### src/rtl/qupls_decode_buffer_if.sv
// Decode-to-rename handshake bundle: decoder output word, decoder enable,
// and the head-of-buffer valid/ready pair presented to rename.
interface qupls_decode_buffer_if #(
    parameter int WIDTH = 32
);
    logic             dec_en;
    logic             dec_valid;
    logic [WIDTH-1:0] dec_data;
    logic             out_valid;
    logic [WIDTH-1:0] out_data;
    logic             out_ready;

    // Buffer side.
    modport slave (
        input  dec_valid, dec_data, out_ready,
        output dec_en, out_valid, out_data
    );

    // Decoder + rename side.
    modport master (
        output dec_valid, dec_data, out_ready,
        input  dec_en, out_valid, out_data
    );
endinterface

### src/rtl/qupls_decode_buffer.sv
// Elastic FIFO between decoder and rename; drives the decoder enable so a word
// already inside the decoder's output register always finds a free slot.
module qupls_decode_buffer #(
    parameter int DEPTH = 8,
    parameter int WIDTH = 32
) (
    input  logic                       i_clk,
    input  logic                       i_rst,
    input  logic                       i_flush,
    qupls_decode_buffer_if.slave       bus,
    output logic [$clog2(DEPTH+1)-1:0] o_count,
    output logic                       o_ovf
);
    localparam int PW = $clog2(DEPTH);
    localparam int CW = $clog2(DEPTH + 1);

    logic [WIDTH-1:0] r_mem [DEPTH];
    logic [PW-1:0]    r_rd_ptr, r_wr_ptr;
    logic [CW-1:0]    r_count;
    logic             r_ovf;

    logic w_full, w_enq, w_deq, w_drop;
    logic [CW:0] w_need;

    assign w_full = (r_count == CW'(DEPTH));
    assign w_enq  = bus.dec_valid & ~i_flush & ~w_full;
    assign w_drop = bus.dec_valid & ~i_flush &  w_full;
    assign w_deq  = bus.out_valid & bus.out_ready;

    // Reserve a slot for the word the decoder may already be registering,
    // ignoring out_ready so rename stays out of this path.
    assign w_need     = {1'b0, r_count} + (CW+1)'(bus.dec_valid);
    assign bus.dec_en = ~i_rst & ~i_flush & (w_need < (CW+1)'(DEPTH));

    assign bus.out_valid = (r_count != '0);
    assign bus.out_data  = r_mem[r_rd_ptr];
    assign o_count       = r_count;
    assign o_ovf         = r_ovf;

    always_ff @(posedge i_clk) begin
        if (w_enq) r_mem[r_wr_ptr] <= bus.dec_data;
    end

    always_ff @(posedge i_clk) begin
        if (i_rst) begin
            r_rd_ptr <= '0;
            r_wr_ptr <= '0;
            r_count  <= '0;
            r_ovf    <= 1'b0;
        end else if (i_flush) begin
            r_rd_ptr <= '0;
            r_wr_ptr <= '0;
            r_count  <= '0;
        end else begin
            if (w_enq) r_wr_ptr <= r_wr_ptr + PW'(1);
            if (w_deq) r_rd_ptr <= r_rd_ptr + PW'(1);
            // A full buffer never accepts, so a same-cycle deq just drains one.
            r_count <= r_count + CW'(w_enq) - CW'(w_deq);
            if (w_drop) r_ovf <= 1'b1;
        end
    end
endmodule

### src/flat_wrapper.sv
// flat-port wrapper written by rule: the top's interface ports become plain ports
module qupls_decode_buffer_flat 
#(
    parameter int DEPTH = 8,
    parameter int WIDTH = 32
)
  (i_clk, i_rst, i_flush, o_count, o_ovf, bus_dec_valid, bus_dec_data, bus_out_ready, bus_dec_en, bus_out_valid, bus_out_data);
  qupls_decode_buffer_if #(.WIDTH(WIDTH)) bus_i ();
  input  logic i_clk;
  input  logic i_rst;
  input  logic i_flush;
  output logic [$clog2(DEPTH+1)-1:0] o_count;
  output logic o_ovf;
  input wire logic [$bits(bus_i.dec_valid)-1:0] bus_dec_valid;
  input wire logic [$bits(bus_i.dec_data)-1:0] bus_dec_data;
  input wire logic [$bits(bus_i.out_ready)-1:0] bus_out_ready;
  output wire logic [$bits(bus_i.dec_en)-1:0] bus_dec_en;
  output wire logic [$bits(bus_i.out_valid)-1:0] bus_out_valid;
  output wire logic [$bits(bus_i.out_data)-1:0] bus_out_data;
  assign bus_i.dec_valid = bus_dec_valid;
  assign bus_i.dec_data = bus_dec_data;
  assign bus_i.out_ready = bus_out_ready;
  assign bus_dec_en = bus_i.dec_en;
  assign bus_out_valid = bus_i.out_valid;
  assign bus_out_data = bus_i.out_data;
  qupls_decode_buffer #(.DEPTH(DEPTH), .WIDTH(WIDTH)) u_core (.i_clk(i_clk), .i_rst(i_rst), .i_flush(i_flush), .bus(bus_i), .o_count(o_count), .o_ovf(o_ovf));
endmodule
### config.mk
export PLATFORM = sky130hd
export DESIGN_NAME = qupls_decode_buffer_flat
export DESIGN_NICKNAME = d
export VERILOG_FILES = /design/src/rtl/qupls_decode_buffer_if.sv /design/src/rtl/qupls_decode_buffer.sv /design/src/flat_wrapper.sv
export SDC_FILE = /design/constraint.sdc
export NUM_CORES = 1
export LEC_CHECK = 0
export CAP_MARGIN = 20
export CORE_ASPECT_RATIO = 1.75
export CORE_MARGIN = 2
export CORE_UTILIZATION = 40
export DETAILED_ROUTE_END_ITERATION = 6
export GPL_ROUTABILITY_DRIVEN = 0
export PLACE_DENSITY = 0.68
export SETUP_SLACK_MARGIN = 0.5
export SYNTH_ARGS = -nofsm -noshare
export SYNTH_HDL_FRONTEND = slang
export SYNTH_SLANG_ARGS = --single-unit
### constraint.sdc
create_clock -name i_clk -period 7 [get_ports i_clk]
set_input_delay 0.7 -clock i_clk [delete_from_list [all_inputs] [get_ports i_clk]]
set_output_delay 0.7 -clock i_clk [all_outputs]
set_load 0.005 [all_outputs]
==> Word-level counts from Yosys, hierarchy flattened <==
Memory sizes are Yosys's and may differ from the RTL's. A register that Yosys moved wholly into a read port is not among the register bits.
Index checks and enable logic that the tools add are counted.
{ "word_totals": {"memories": 1, "mem_bits_rw": 256, "reg_bits": 11, "wordCells": 28} }
{ "memory_table": {"columns": ["memory", "words", "word_bits", "read_ports", "rd_clocked_by_memory_dff", "write_ports", "line", "source"], "rows": [
  ["u_core.r_mem", 8, 32, 1, 1, 1, "qupls_decode_buffer.sv:17", "logic [WIDTH-1:0] r_mem [DEPTH];"]
]} }
{ "classes": {"mux": 4, "n_bitwise": 9, "n_reduce_logical": 3, "n_addsub": 5, "n_eq_ne": 1, "n_lt_le_gt_ge": 1} }
{ "ops": {"columns": ["op", "n"], "rows": [
  ["adder 3 x 1 -> 3 bit (second input constant)", 2],
  ["AND 1 bit", 6],
  ["2-to-1 mux 3 bit", 2],
  ["adder 4 x 1 -> 5 bit", 1],
  ["< comparator 5 x 4 -> 1 bit (second input constant)", 1],
  ["adder 4 x 1 -> 4 bit", 1],
  ["equality test 4 bit (second input constant)", 1],
  ["nonzero test 4 bit", 1],
  ["subtractor 4 x 1 -> 4 bit", 1],
  ["inverter 1 bit", 3],
  ["2-to-1 mux 1 bit", 2],
  ["AND reduction 2 bit", 1],
  ["OR reduction 2 bit", 1]
]} }

==> Longest topological paths before layout <==
{ "logic_depth": {"word_depth": 5, "ltp_mapped": 9, "mapped_depth_nobuf": 9} }

==> Least setup slack after synthesis <==
OpenSTA, ideal clock, no wires.
{ "synth_path": {"path_type": "input-to-reg", "start": "input port bus_dec_valid", "end": "memory u_core.r_mem[0][0], enable pin", "slack_ps": 2298, "setup_time_ps": 501, "stages": 3, "t_required_ps": 6499, "path_buffers": 0, "t_arrival_ps": 4200, "path_cell_list": "nor2b_1 -> nand2_1 -> nor4_1"} }
{ "synth_via": {"elab_chain_len": 4} }
{ "synth_lines": {"columns": ["element", "line", "source"], "rows": [
  ["from (decl)", "flat_wrapper.sv:14", "input wire logic [$bits(bus_i.dec_valid)-1:0] bus_dec_valid;"],
  ["AND 1 bit (2 in series)", "qupls_decode_buffer.sv:26", "assign w_enq = bus.dec_valid & ~i_flush & ~w_full;"],
  ["2-to-1 mux 1 bit", "qupls_decode_buffer.sv:41", "if (w_enq) r_mem[r_wr_ptr] <= bus.dec_data;"],
  ["2-to-1 mux 1 bit (not written as such)", "qupls_decode_buffer.sv:41", null],
  ["to (decl)", "qupls_decode_buffer.sv:17", null]
]} }
No other way between the ends.

==> metrics.cfg <==
[floorplanning]
rows=78
die_y_um=219
dieArea_sq_um=27800
io_pins=76
die_x_um=127
start_util_pct=40.7
core_area_sq_um=26000

[setup_path]
required_ns=6.30
path_class=reg -> out
slowest_stage=dfxtp_4
end_kind=output pin
reg2regPathDepth=8
path_max_fanout=34
worstPathArrival_ns=3.25
crit_chain=buf_4 -> mux4_1 -> mux2_2 -> clkdlybuf4s50_1
start_kind=register
worst_path_largest_cell_delay_ns=0.71

[sta]
rsz0062_at_grt=false
hold_viol=0
setup_tns_ns=0
setup_slack_ns=3.05
skew_ns=0.0127
worst_slew_pin_slew_ns=1.03
min_period_ns=3.95
fmax_ghz=0.253
setup_violations=0
slew_violations=0
fin_crit_sh_pct=56.5
relSlewSlack_pct=31.2

[yosys]
yosysWarnings=0
synth_cells=459
ys_seq_elements=270
synth_cell_types=32
syn-num-nets=506
synthFlopType=edfxtp_1
netlist_area_sq_um=10600
synth_edf_count=256
syn_avg_cell_area_sq_um=23.0
synthArstFlopShare_pct=0
synth_seq_area_share_pct=75.4

[drt]
drtIter0Drc=385
drc=0
wl_per_cell_um=22.6
routed_via_density=5.39
postRouteAntennaNets=0
vias=4778
drt_first_pass_iters=4
wirelength_mm=20.1

[layout]
multi_input_area_sq_um=2500
most-common-layout-cells=edfxtp_1 (256), clkdlybuf4s50_1 (75), mux4_1 (40)
fin_cells=887
finalNetCount=597
area_growth_pct=18.7
fillers=2075
drive_gt1_share_pct=20.3
regArea_sq_um=7970
final_common_cell=edfxtp_1

[global_route]
grt_use_total_pct=14.5
grt_antenna_before_repair=1
grt_max_degree=65
grt_pass1_wl_mm=30.3
grt_pass1_vias=5172
gr-total-overflow=0

[clock_network]
cts_tree=built
cts.clk_slew.worst_paths_ns=0.07
cts_resized=0
cts_buffers=23
root_buffer=clkbuf_16
cts_sinks=270
clk-insertion-delay-late_ns=0.52
holdBufCountCts=0
h-tree-depth=1
post_cts_buffers=0
cts.path.max_buffers=3

[placement]
place_ws_ns=3.50
dp.cells=845
place_hpwl_mm=11.5
io_buffers=75

[worst_hold_path]
hold_depth=2
hp-class=reg -> reg

[run_status]
status=completed

[power_and_ir_drop]
leakagePower_nw=3.99
power_density_nw_per_um2=283
ir_drop_mv=0.143

[run]
maxCapViolations=0

critical path: cells and delay by family (launching register included):
family / cells / cell delay [ns]
flip-flops: 1 / 0.71
buffers and inverters: 2 / 1.07
multiplexers: 2 / 0.93
synthesized netlist by cell type, types with 2 or more instances:
cell	count	area (sq um)
buf_6	7	78.8
mux4_1	40	1050
edfxtp_1	256	7690
mux4_2	24	541
buf_1	9	33.8
or2_2	2	12.5
mux2i_1	11	110
nor3_1	5	25.0
nand3_1	3	15.0
dfxtp_1	14	280
or3b_2	2	17.5
inv_1	4	15.0
mux2_2	32	360
nand2_1	12	45.0
or3_1	5	31.3
nor2_1	6	22.5
ha_1	9	113
and2_1	2	12.5
nand2b_1	2	12.5
a21oi_1	2	10.0
cell type report:
type,count,share of cell area [%]
flip-flops and latches,270,63.6
multi-input cells,166,20.0
repair buffers,85,6.58
clock buffers,26,4.68
well taps,320,3.19
clock inverters,15,1.86
inverters,4,0.120
diodes,1,0.0200
final timing paths:
path,to,slack (ns),start
setup / recovery,bus_out_data[28],3.05,register
setup reg to reg,u_core.o_count[2],4.52,u_core.o_count[3]
hold reg to reg,u_core.r_rd_ptr[2],0.50,u_core.r_rd_ptr[2]
hold / removal,u_core.r_rd_ptr[2],0.50,u_core.r_rd_ptr[2]
state kept, by name, indices dropped and copies added (netlist names), named ones only:
register and flops:
u_core.r_mem 256, u_core.o_count 4, u_core.r_rd_ptr 3, u_core.r_wr_ptr 3, u_core.o_ovf 1
metrics by stage:
stage | hold WS, ns | utilization [%] | total power, mW | instance area [sq um]
final | 0.497 | 48.3 | 3.54 | 12500
after global routing | 0.530 | 48.3 | 3.66 | 12500
after CTS | 0.500 | 48.3 | 3.58 | 12500
after detailed placement | 0.490 | 45.1 | 2.20 | 11700
after global placement | 0.463 | 45.1 | 2.19 | 11700
after floorplan | 0.456 | - | 2.03 | 10600
per-layer routing:
metal | track usage, % | up-vias | part of all wire (%)
met2 | 27.6 | 105 | 57
met5 | 0 | - | 0.065
met4 | 4.87 | 2 | 2.1
li1 | - | 2128 | -
met1 | 16.4 | 2514 | 37
met3 | 2.12 | 29 | 3.9
cell families (layout without fill, tap and decap cells):
kind of cell / after synthesis / in the layout / share of synthesized area, %
AO/OA/AOI/OAI: 6 / 6 / 0.367
AND/OR/NAND/NOR: 42 / 42 / 2.01
other: 0 / 1 / 0
multiplexers: 107 / 107 / 19.5
XOR/XNOR: 1 / 1 / 0.0829
flip-flops: 270 / 270 / 75.4
adder cells (fa/ha/maj): 10 / 10 / 1.26
buffers and inverters: 23 / 130 / 1.34
where the power goes:
part	internal [mW]	switching (mW)
Combinational	0.192	0.132
Sequential	1.80	0.0369
Clock	0.827	0.554
Total	2.82	0.723
(Power assumes the default switching activity.)
